File: src/rtl/key_sender_binary_if.sv
// Handshake bundle for the binary key sender: request side (start, keycode,
// abort, move_on) and emulated keypad side (keypad, busy, done).
interface key_sender_binary_if;
    logic       start;
    logic [3:0] keycode;
    logic       abort;
    logic       move_on;
    logic [1:0] keypad;
    logic       busy;
    logic       done;

    // Requester drives the control inputs and observes the keypad outputs.
    modport master (
        output start, keycode, abort, move_on,
        input  keypad, busy, done
    );

    // The sender itself.
    modport slave (
        input  start, keycode, abort, move_on,
        output keypad, busy, done
    );
endinterface

File: src/rtl/key_sender_binary.sv
// Binary key sender: emulates a two-button keypad (bit-0 / bit-1 buttons) and
// transmits a 4-bit keycode MSB first as four timed presses separated by gaps.
// Optional feature macro KEY_SENDER_WAIT_ACK_EN: after the fourth gap, hold
// busy and wait for the far-end move_on acknowledge before pulsing done.
module key_sender_binary #(
    parameter int unsigned PRESS_CYCLES = 4,
    parameter int unsigned GAP_CYCLES   = 4
) (
    input  logic                 clk,
    input  logic                 nrst,
    key_sender_binary_if.slave   bus
);

    // A zero length behaves as one cycle; counters compare against length-1.
    localparam logic [7:0] PRESS_LAST = (PRESS_CYCLES == 0) ? 8'd0 : 8'(PRESS_CYCLES - 1);
    localparam logic [7:0] GAP_LAST   = (GAP_CYCLES == 0)   ? 8'd0 : 8'(GAP_CYCLES - 1);

`ifdef KEY_SENDER_WAIT_ACK_EN
    typedef enum logic [1:0] {IDLE, PRESS, GAP, WAIT_ACK} state_t;
`else
    typedef enum logic [1:0] {IDLE, PRESS, GAP} state_t;
`endif

    state_t     r_state,   w_state;
    logic [1:0] r_bit_idx, w_bit_idx;
    logic [7:0] r_cnt,     w_cnt;
    logic [3:0] r_shift,   w_shift;
    logic [1:0] r_keypad,  w_keypad;
    logic       r_busy,    w_busy;
    logic       r_done,    w_done;

    // Button encoding for one bit; never returns both buttons pressed.
    function automatic logic [1:0] press_code(input logic bit_val);
        return bit_val ? 2'b10 : 2'b01;
    endfunction

    // Next-state, counter and registered-output decode.
    always_comb begin
        // NOTE: every variable gets a default first so no path can infer a latch.
        w_state   = r_state;
        w_bit_idx = r_bit_idx;
        w_cnt     = r_cnt;
        w_shift   = r_shift;
        w_keypad  = r_keypad;
        w_busy    = r_busy;
        w_done    = 1'b0;

        if (r_state != IDLE && bus.abort) begin
            // Abort wins over every other transition and never pulses done.
            w_state   = IDLE;
            w_bit_idx = 2'd0;
            w_cnt     = 8'd0;
            w_keypad  = 2'b00;
            w_busy    = 1'b0;
        end else begin
            case (r_state)
                IDLE: begin
                    // Abort alongside start suppresses the start.
                    if (bus.start && !bus.abort) begin
                        w_state   = PRESS;
                        w_shift   = bus.keycode;
                        w_bit_idx = 2'd0;
                        w_cnt     = 8'd0;
                        w_keypad  = press_code(bus.keycode[3]);
                        w_busy    = 1'b1;
                    end
                end
                PRESS: begin
                    if (r_cnt == PRESS_LAST) begin
                        w_state  = GAP;
                        w_cnt    = 8'd0;
                        w_keypad = 2'b00;
                    end else begin
                        w_cnt = r_cnt + 8'd1;
                    end
                end
                GAP: begin
                    if (r_done) begin
                        // Done cycle is over: release busy and accept starts again.
                        w_state   = IDLE;
                        w_bit_idx = 2'd0;
                        w_cnt     = 8'd0;
                        w_busy    = 1'b0;
                    end else if (r_cnt == GAP_LAST) begin
                        if (r_bit_idx != 2'd3) begin
                            w_state   = PRESS;
                            w_bit_idx = r_bit_idx + 2'd1;
                            w_shift   = {r_shift[2:0], 1'b0};
                            w_keypad  = press_code(r_shift[2]);
                            w_cnt     = 8'd0;
                        end else begin
`ifdef KEY_SENDER_WAIT_ACK_EN
                            w_state = WAIT_ACK;
                            w_cnt   = 8'd0;
`else
                            // Stay one extra cycle in GAP with done high and busy still set.
                            w_done = 1'b1;
`endif
                        end
                    end else begin
                        w_cnt = r_cnt + 8'd1;
                    end
                end
`ifdef KEY_SENDER_WAIT_ACK_EN
                WAIT_ACK: begin
                    if (r_done) begin
                        w_state   = IDLE;
                        w_bit_idx = 2'd0;
                        w_busy    = 1'b0;
                    end else if (bus.move_on) begin
                        w_done = 1'b1;
                    end
                end
`endif
                default: begin
                    w_state  = IDLE;
                    w_keypad = 2'b00;
                    w_busy   = 1'b0;
                end
            endcase
        end
    end

    // State and output registers with asynchronous active-low reset.
    always_ff @(posedge clk or negedge nrst) begin
        if (!nrst) begin
            r_state   <= IDLE;
            r_bit_idx <= 2'd0;
            r_cnt     <= 8'd0;
            r_shift   <= 4'b0000;
            r_keypad  <= 2'b00;
            r_busy    <= 1'b0;
            r_done    <= 1'b0;
        end else begin
            // NOTE: non-blocking assignments so every register samples pre-edge values.
            r_state   <= w_state;
            r_bit_idx <= w_bit_idx;
            r_cnt     <= w_cnt;
            r_shift   <= w_shift;
            r_keypad  <= w_keypad;
            r_busy    <= w_busy;
            r_done    <= w_done;
        end
    end

    assign bus.keypad = r_keypad;
    assign bus.busy   = r_busy;
    assign bus.done   = r_done;

endmodule

File: src/flat_wrapper.sv
// flat-port wrapper written by rule: the top's interface ports become plain ports
module key_sender_binary_flat 
#(
    parameter int unsigned PRESS_CYCLES = 4,
    parameter int unsigned GAP_CYCLES   = 4
)
  (clk, nrst, bus_start, bus_keycode, bus_abort, bus_move_on, bus_keypad, bus_busy, bus_done);
  key_sender_binary_if bus_i ();
  input  logic clk;
  input  logic nrst;
  input wire logic [$bits(bus_i.start)-1:0] bus_start;
  input wire logic [$bits(bus_i.keycode)-1:0] bus_keycode;
  input wire logic [$bits(bus_i.abort)-1:0] bus_abort;
  input wire logic [$bits(bus_i.move_on)-1:0] bus_move_on;
  output wire logic [$bits(bus_i.keypad)-1:0] bus_keypad;
  output wire logic [$bits(bus_i.busy)-1:0] bus_busy;
  output wire logic [$bits(bus_i.done)-1:0] bus_done;
  assign bus_i.start = bus_start;
  assign bus_i.keycode = bus_keycode;
  assign bus_i.abort = bus_abort;
  assign bus_i.move_on = bus_move_on;
  assign bus_keypad = bus_i.keypad;
  assign bus_busy = bus_i.busy;
  assign bus_done = bus_i.done;
  key_sender_binary #(.PRESS_CYCLES(PRESS_CYCLES), .GAP_CYCLES(GAP_CYCLES)) u_core (.clk(clk), .nrst(nrst), .bus(bus_i));
endmodule
File: config.mk
export PLATFORM = sky130hd
export DESIGN_NAME = key_sender_binary_flat
export DESIGN_NICKNAME = d
export VERILOG_FILES = /design/src/rtl/key_sender_binary_if.sv /design/src/rtl/key_sender_binary.sv /design/src/flat_wrapper.sv
export SDC_FILE = /design/constraint.sdc
export NUM_CORES = 1
export LEC_CHECK = 0
export BUFFER_PORTS_ARGS = -buffer_cell sky130_fd_sc_hd__buf_2
export CAP_MARGIN = 20
export CORE_UTILIZATION = 30
export CTS_CLUSTER_DIAMETER = 50
export DETAILED_ROUTE_END_ITERATION = 6
export SYNTH_ARGS = -nofsm -noshare
export SYNTH_HDL_FRONTEND = slang
export SYNTH_SLANG_ARGS = --single-unit
File: constraint.sdc
create_clock -name clk -period 3 [get_ports clk]
set_input_delay 0.75 -clock clk [delete_from_list [all_inputs] [get_ports clk]]
set_output_delay 0.75 -clock clk [all_outputs]
set_load 0.01 [all_outputs]
---- Yosys cells after proc, flatten, opt, wreduce, memory -nomap -nowiden ----
Index checks and enable logic that the tools add are counted.
cells by class
  add/sub/neg operators ................... 2
  multiply operators ...................... 0
  div/mod/pow operators ................... 0
  magnitude comparators ................... 0
  equal/unequal tests ..................... 18
  shifts and indexed selects .............. 0
  mux-type cells .......................... 43
  bitwise logic cells ..................... 1
  reduce and logical (&&, ||, !) cells .... 14
operators by type and width
  kind                   count
  $mux W8                6
  $mux W2                19
  $pmux W8 S3            1
  $ne A3 B1 Y1 const B   5
  $mux W3                4
  $pmux W2 S3            2
  $add A8 B1 Y8 const B  1
  $eq A8 B2 Y1 const B   1
  $mux W1                8
  $ne A2 B1 Y1 const B   4
  $ne A4 B1 Y1 const B   2
  $reduce_and A4 Y1      2
  $pmux W3 S2            1
  $reduce_and A3 Y1      2
  $reduce_and A6 Y1      1
  $ne A5 B3 Y1 const B   1
  $reduce_and A5 Y1      1
  $ne A2 B2 Y1 const B   2
  $pmux W2 S2            1
  $reduce_bool A2 Y1     2
  $reduce_bool A4 Y1     1
  $ne A3 B3 Y1 const B   1
  $pmux W1 S3            1
  $reduce_bool A3 Y1     1
  other kinds (7)        8
word-level totals
  register bits after elaboration ......... 19
  latch bits .............................. 0
  RAM bits ................................ 0
  ROM bits ................................ 0
  bits of input ports ..................... 9
  output and inout bits ................... 4
  logic and storage cells ................. 85
  memories kept ........................... 0

---- Depth between registers and ports, before layout ----
  depth in word-level cells ............... 6
  mapped depth ............................ 8
  depth with buffers taken out ............ 7

---- Least setup slack after synthesis ----
Ideal clock, no wire load.
  path type ............................... flip-flop to flip-flop
  start ................................... register u_core.r_cnt[3]
  end ..................................... register u_core.r_keypad[0], in the netlist u_core.bus.keypad[0]
  setup time .............................. 0.128 ns
  arrival time ............................ 2.237 ns
  data required time ...................... 2.872 ns
  path slack .............................. 0.636 ns
  cell stages (with the launch flop) ...... 8
  buffers on the path ..................... 2
  period minus slack after synthesis ...... 2.364 ns
  cell sequence ........................... dfrtp_1 buf_6 or4_1 or3_1 buf_2 or3_4 a31oi_4 mux2_1
between the ends
  longest elaborated chain between the ends .. 3
  elaborated cells on any way between the ends .. 4
  classes of those cells .................. 3 x eq/ne; 1 x reduce/logical
RTL lines
  element                               line                                              text
  start, declared                       key_sender_binary.sv:26                           logic [7:0] r_cnt, w_cnt;
  start signal, assigned                key_sender_binary.sv:138                          r_cnt <= w_cnt;
  $eq A8 B2 Y1 *                        key_sender_binary.sv:69, key_sender_binary.sv:84
  $ne A3 B1 Y1 (no source line)         --
  $reduce_and A5 Y1 (no source line) *  --
  end signal, assigned                  key_sender_binary.sv:140                          r_keypad <= w_keypad;
  end, declared                         key_sender_binary.sv:28                           logic [1:0] r_keypad, w_keypad;
Every way passes the cells marked *; elsewhere a longest branch is shown, timed or not.
A chain may end at the register's enable or synchronous reset.

---- Worst setup path after layout ----
  start ................................... register u_core.r_state[0]
  end ..................................... register u_core.r_cnt[4]
between the ends
  longest elaborated chain between the ends .. 4
  elaborated cells on any way between the ends .. 11
  classes of those cells .................. 4 x eq/ne; 2 x mux; 5 x reduce/logical
RTL lines
  element                                                line                      text
  start, declared                                        key_sender_binary.sv:24   state_t r_state, w_state;
  start signal, assigned                                 key_sender_binary.sv:136  r_state <= w_state;
  $reduce_bool A2 Y1                                     key_sender_binary.sv:48   if (r_state != IDLE && bus.abort) begin
  $logic_and A1 B1 Y1                                    key_sender_binary.sv:48
  $ne A5 B3 Y1 (no source line) (tied with other cells)  --
  $reduce_and A3 Y1 (no source line)                     --
Several ways; a longest one is shown, not always the timed one.

==> impl_metrics.json <==
{
  "status": "finished, final reports clean",
  "path_class": "register to register",
  "hold_class": "input pin to asynchronous set/reset pin",
  "crit_buf_inv": 1,
  "synth_xor_area_frac": 0,
  "start_kind": "register",
  "synthSimpleGateAreaFrac": 0.197,
  "drt-vias-per-instance": 5.38,
  "slew_headroom": 0.686,
  "ioPinCount": 13,
  "cts_buffer_depth": 2,
  "gp_congestion": 0.832,
  "path_delay_family": "simple AND/OR/NAND/NOR gates",
  "drc": 0,
  "synthMuxAreaShare": 0.0808,
  "row_count": 22,
  "yosysWarnings": 0,
  "post_cts_buffers": 0,
  "fin_crit_sh": 0.826,
  "ant_nets": 0,
  "synth_top_family_by_area": "simple AND/OR/NAND/NOR gates",
  "design_area_um2": 1300,
  "critPathMaxFanout": 11,
  "die_y_um": 64.2,
  "clock_sink_count": 19,
  "synth_cell_types": 34,
  "dp_hpwl_um": 1880,
  "final_layout_size_suffix_gt1_frac": 0.147,
  "p_leak_nw": 0.579,
  "wl_per_cell_um": 13.5,
  "fmax_mhz": 403,
  "cp_cell_sequence": "inv_1 > ha_1 > nor2b_1 > o211ai_1 > nor2_1 > nand2b_1 > o31ai_1",
  "tns_ns": 0,
  "hold_viol": 0,
  "synth-seq-cells": 19,
  "slew_viol_final": 0,
  "die-area_um2": 4120,
  "cts-resized-gates": 0,
  "final_net_count": 152,
  "worstPathArrival_ns": 2.63,
  "worstMarginPinSlew_ns": 0.471,
  "powerDensity_nw_per_um2": 678,
  "htreeDepth": 1,
  "synthCells": 125,
  "postCtsHoldBufs": 0,
  "wirelength_um": 2490,
  "place_area_um2": 1260,
  "synth_compound_area_frac": 0.195,
  "cts_tree": "done",
  "setup_viol": 0,
  "diodes": 0,
  "synth_fa_ha_area_frac": 0.0647,
  "timing.max_cap.violations": 0,
  "clk-insertion-delay-late_ns": 0.27,
  "end_kind": "register",
  "slowest_stage": "ha_1",
  "syn-num-nets": 140,
  "die_w_um": 64.2,
  "cts-buffers-inserted": 3,
  "grt_pass1_wl_um": 4580,
  "irDropWorstVdd_mv": 0.243,
  "area_growth_pct": 12.2,
  "grt_usage": 0.141,
  "ys_seq_area_frac": 0.409,
  "nFillCells": 391,
  "firstDrtPassIters": 4,
  "io_buffer_count": 11,
  "drt-initial-drc-count": 63,
  "cp.required_ns": 3.15,
  "grt_max_degree": 20,
  "clk_pin_slew_worst_paths_ns": 0.08,
  "max_stage_delay_ns": 0.47,
  "avgSynthCellArea_um2": 9.29,
  "syn-cell-area_um2": 1160,
  "grt_pass1_vias": 1015,
  "overflow": 0,
  "rsz0062_at_grt": "false",
  "cts_root_buf": "clkbuf_8",
  "core-area_um2": 3690,
  "fin_worst_skew_ns": 0.00813,
  "total_power_w": 0.000883,
  "period_needed_ns": 2.48,
  "vias": 989,
  "antenna_found_initial": 0,
  "start_util": 0.315
}
-- final cells by class --
class | instances | area [um^2] | share of cell area
clock buffer | 3 | 41.3 | 0.0317
clock inverter | 1 | 5.00 | 0.00384
inverter | 9 | 33.8 | 0.0259
multi-input combinational | 92 | 624 | 0.479
sequential | 19 | 475 | 0.365
tap | 48 | 60.1 | 0.0461
timing repair buffer | 12 | 62.6 | 0.0480
-- registers in the layout (all words and copies together), names as in the netlist --
register           count
u_core.r_shift         3
u_core.bus.keypad      2
u_core.r_bit_idx       2
u_core.r_cnt           8
u_core.bus.busy        1
u_core.r_state         2
u_core.bus.done        1
-- path summary, 6_finish.rpt --
kind / start / to / slack (ns) / cells past startpoint
worst min-delay path: nrst / u_core.bus.keypad[0]$_DFFE_PN0P_ / 0.42 / 1
worst min register to register: u_core.bus.busy$_DFFE_PN0P_ / u_core.bus.busy$_DFFE_PN0P_ / 0.50 / 2
min in group clk: u_core.bus.busy$_DFFE_PN0P_ / u_core.bus.busy$_DFFE_PN0P_ / 0.50 / 2
worst max register to register: u_core.r_state[0]$_DFFE_PN0P_ / u_core.r_cnt[4]$_DFFE_PN0P_ / 0.52 / 7
max in group asynchronous: nrst / u_core.r_cnt[4]$_DFFE_PN0P_ / 2.25 / 1
worst max-delay path: u_core.r_state[0]$_DFFE_PN0P_ / u_core.r_cnt[4]$_DFFE_PN0P_ / 0.52 / 7
-- per-stage QoR --
| stage | instances | hold WS, ns | worst slack, ns | util |
|---|---|---|---|---|
| floorplan | 125 | 0.454 | 0.636 | - |
| global placement | 180 | 0.475 | 0.585 | 0.341 |
| detailed placement | 180 | 0.482 | 0.558 | 0.341 |
| CTS | 184 | 0.434 | 0.515 | 0.353 |
| global route | 184 | 0.441 | 0.252 | 0.353 |
| finish | 184 | 0.423 | 0.521 | 0.353 |
-- logic make-up after synthesis --
| kind of cell | count (synthesis) |
|---|---|
| AND/OR/NAND/NOR | 44 |
| AO/OA/AOI/OAI | 33 |
| flip-flops | 19 |
| buffers and inverters | 14 |
| multiplexers | 9 |
| adder cells (fa/ha/maj) | 6 |
-- layer usage --
layer / vias to the layer above / wire [um] / track usage
li1: 476 / - / -
met1: 482 / 1150 / 0.177
met2: 26 / 1200 / 0.239
met3: 5 / 118 / 0.0321
met4: 0 / 26 / 0.0417
met5: - / 0 / 0
-- synthesized netlist by cell type --
library cell,instances,area share
mux2i_1,6,0.052
or3_1,2,0.011
nor2_1,5,0.016
or3_4,1,0.0097
o21bai_1,1,0.0065
o31ai_1,2,0.013
a21oi_1,5,0.022
buf_2,1,0.0043
o221ai_2,1,0.013
o211ai_1,2,0.013
buf_1,1,0.0032
o21ai_1,4,0.017
nand2_1,11,0.036
and2_1,1,0.0054
a31oi_1,4,0.022
nor3_1,5,0.022
mux2_2,1,0.0097
o22ai_1,3,0.016
and3_1,2,0.011
o21ai_0,7,0.030
a31oi_4,1,0.018
inv_1,9,0.029
o311ai_1,1,0.0075
buf_6,1,0.0097
ha_1,6,0.065
nor2b_1,2,0.011
nand3_1,5,0.022
dfrtp_1,19,0.41
nand2b_1,7,0.038
nand4_1,2,0.011
a32o_1,2,0.017
mux2_1,2,0.019
or4_1,1,0.0065
clkbuf_1,2,0.0065
-- cell usage in the layout (no fill, tap or decap), drive strengths merged --
cell type,instances
dfrtp,19
buf,12
nand2,11
o21ai,11
inv,9
nand2b,7
mux2i,6
ha,6
nand3,5
nor2,5
nor3,5
a21oi,5
a31oi,5
o22ai,3
clkbuf,3
or3,3
mux2,3
nor2b,2
o211ai,2
and3,2
nand4,2
o31ai,2
a32o,2
or4,1
o221ai,1
and2,1
o21bai,1
o311ai,1
clkinv,1
-- power by group --
group	internal (W)	switching (W)	leakage, nW
clock network	0.0000927	0.0000959	0.0255
registers	0.000308	0.0000364	0.252
logic	0.000141	0.000208	0.301
total	0.000542	0.000341	0.579
(Power assumes the default switching activity.)
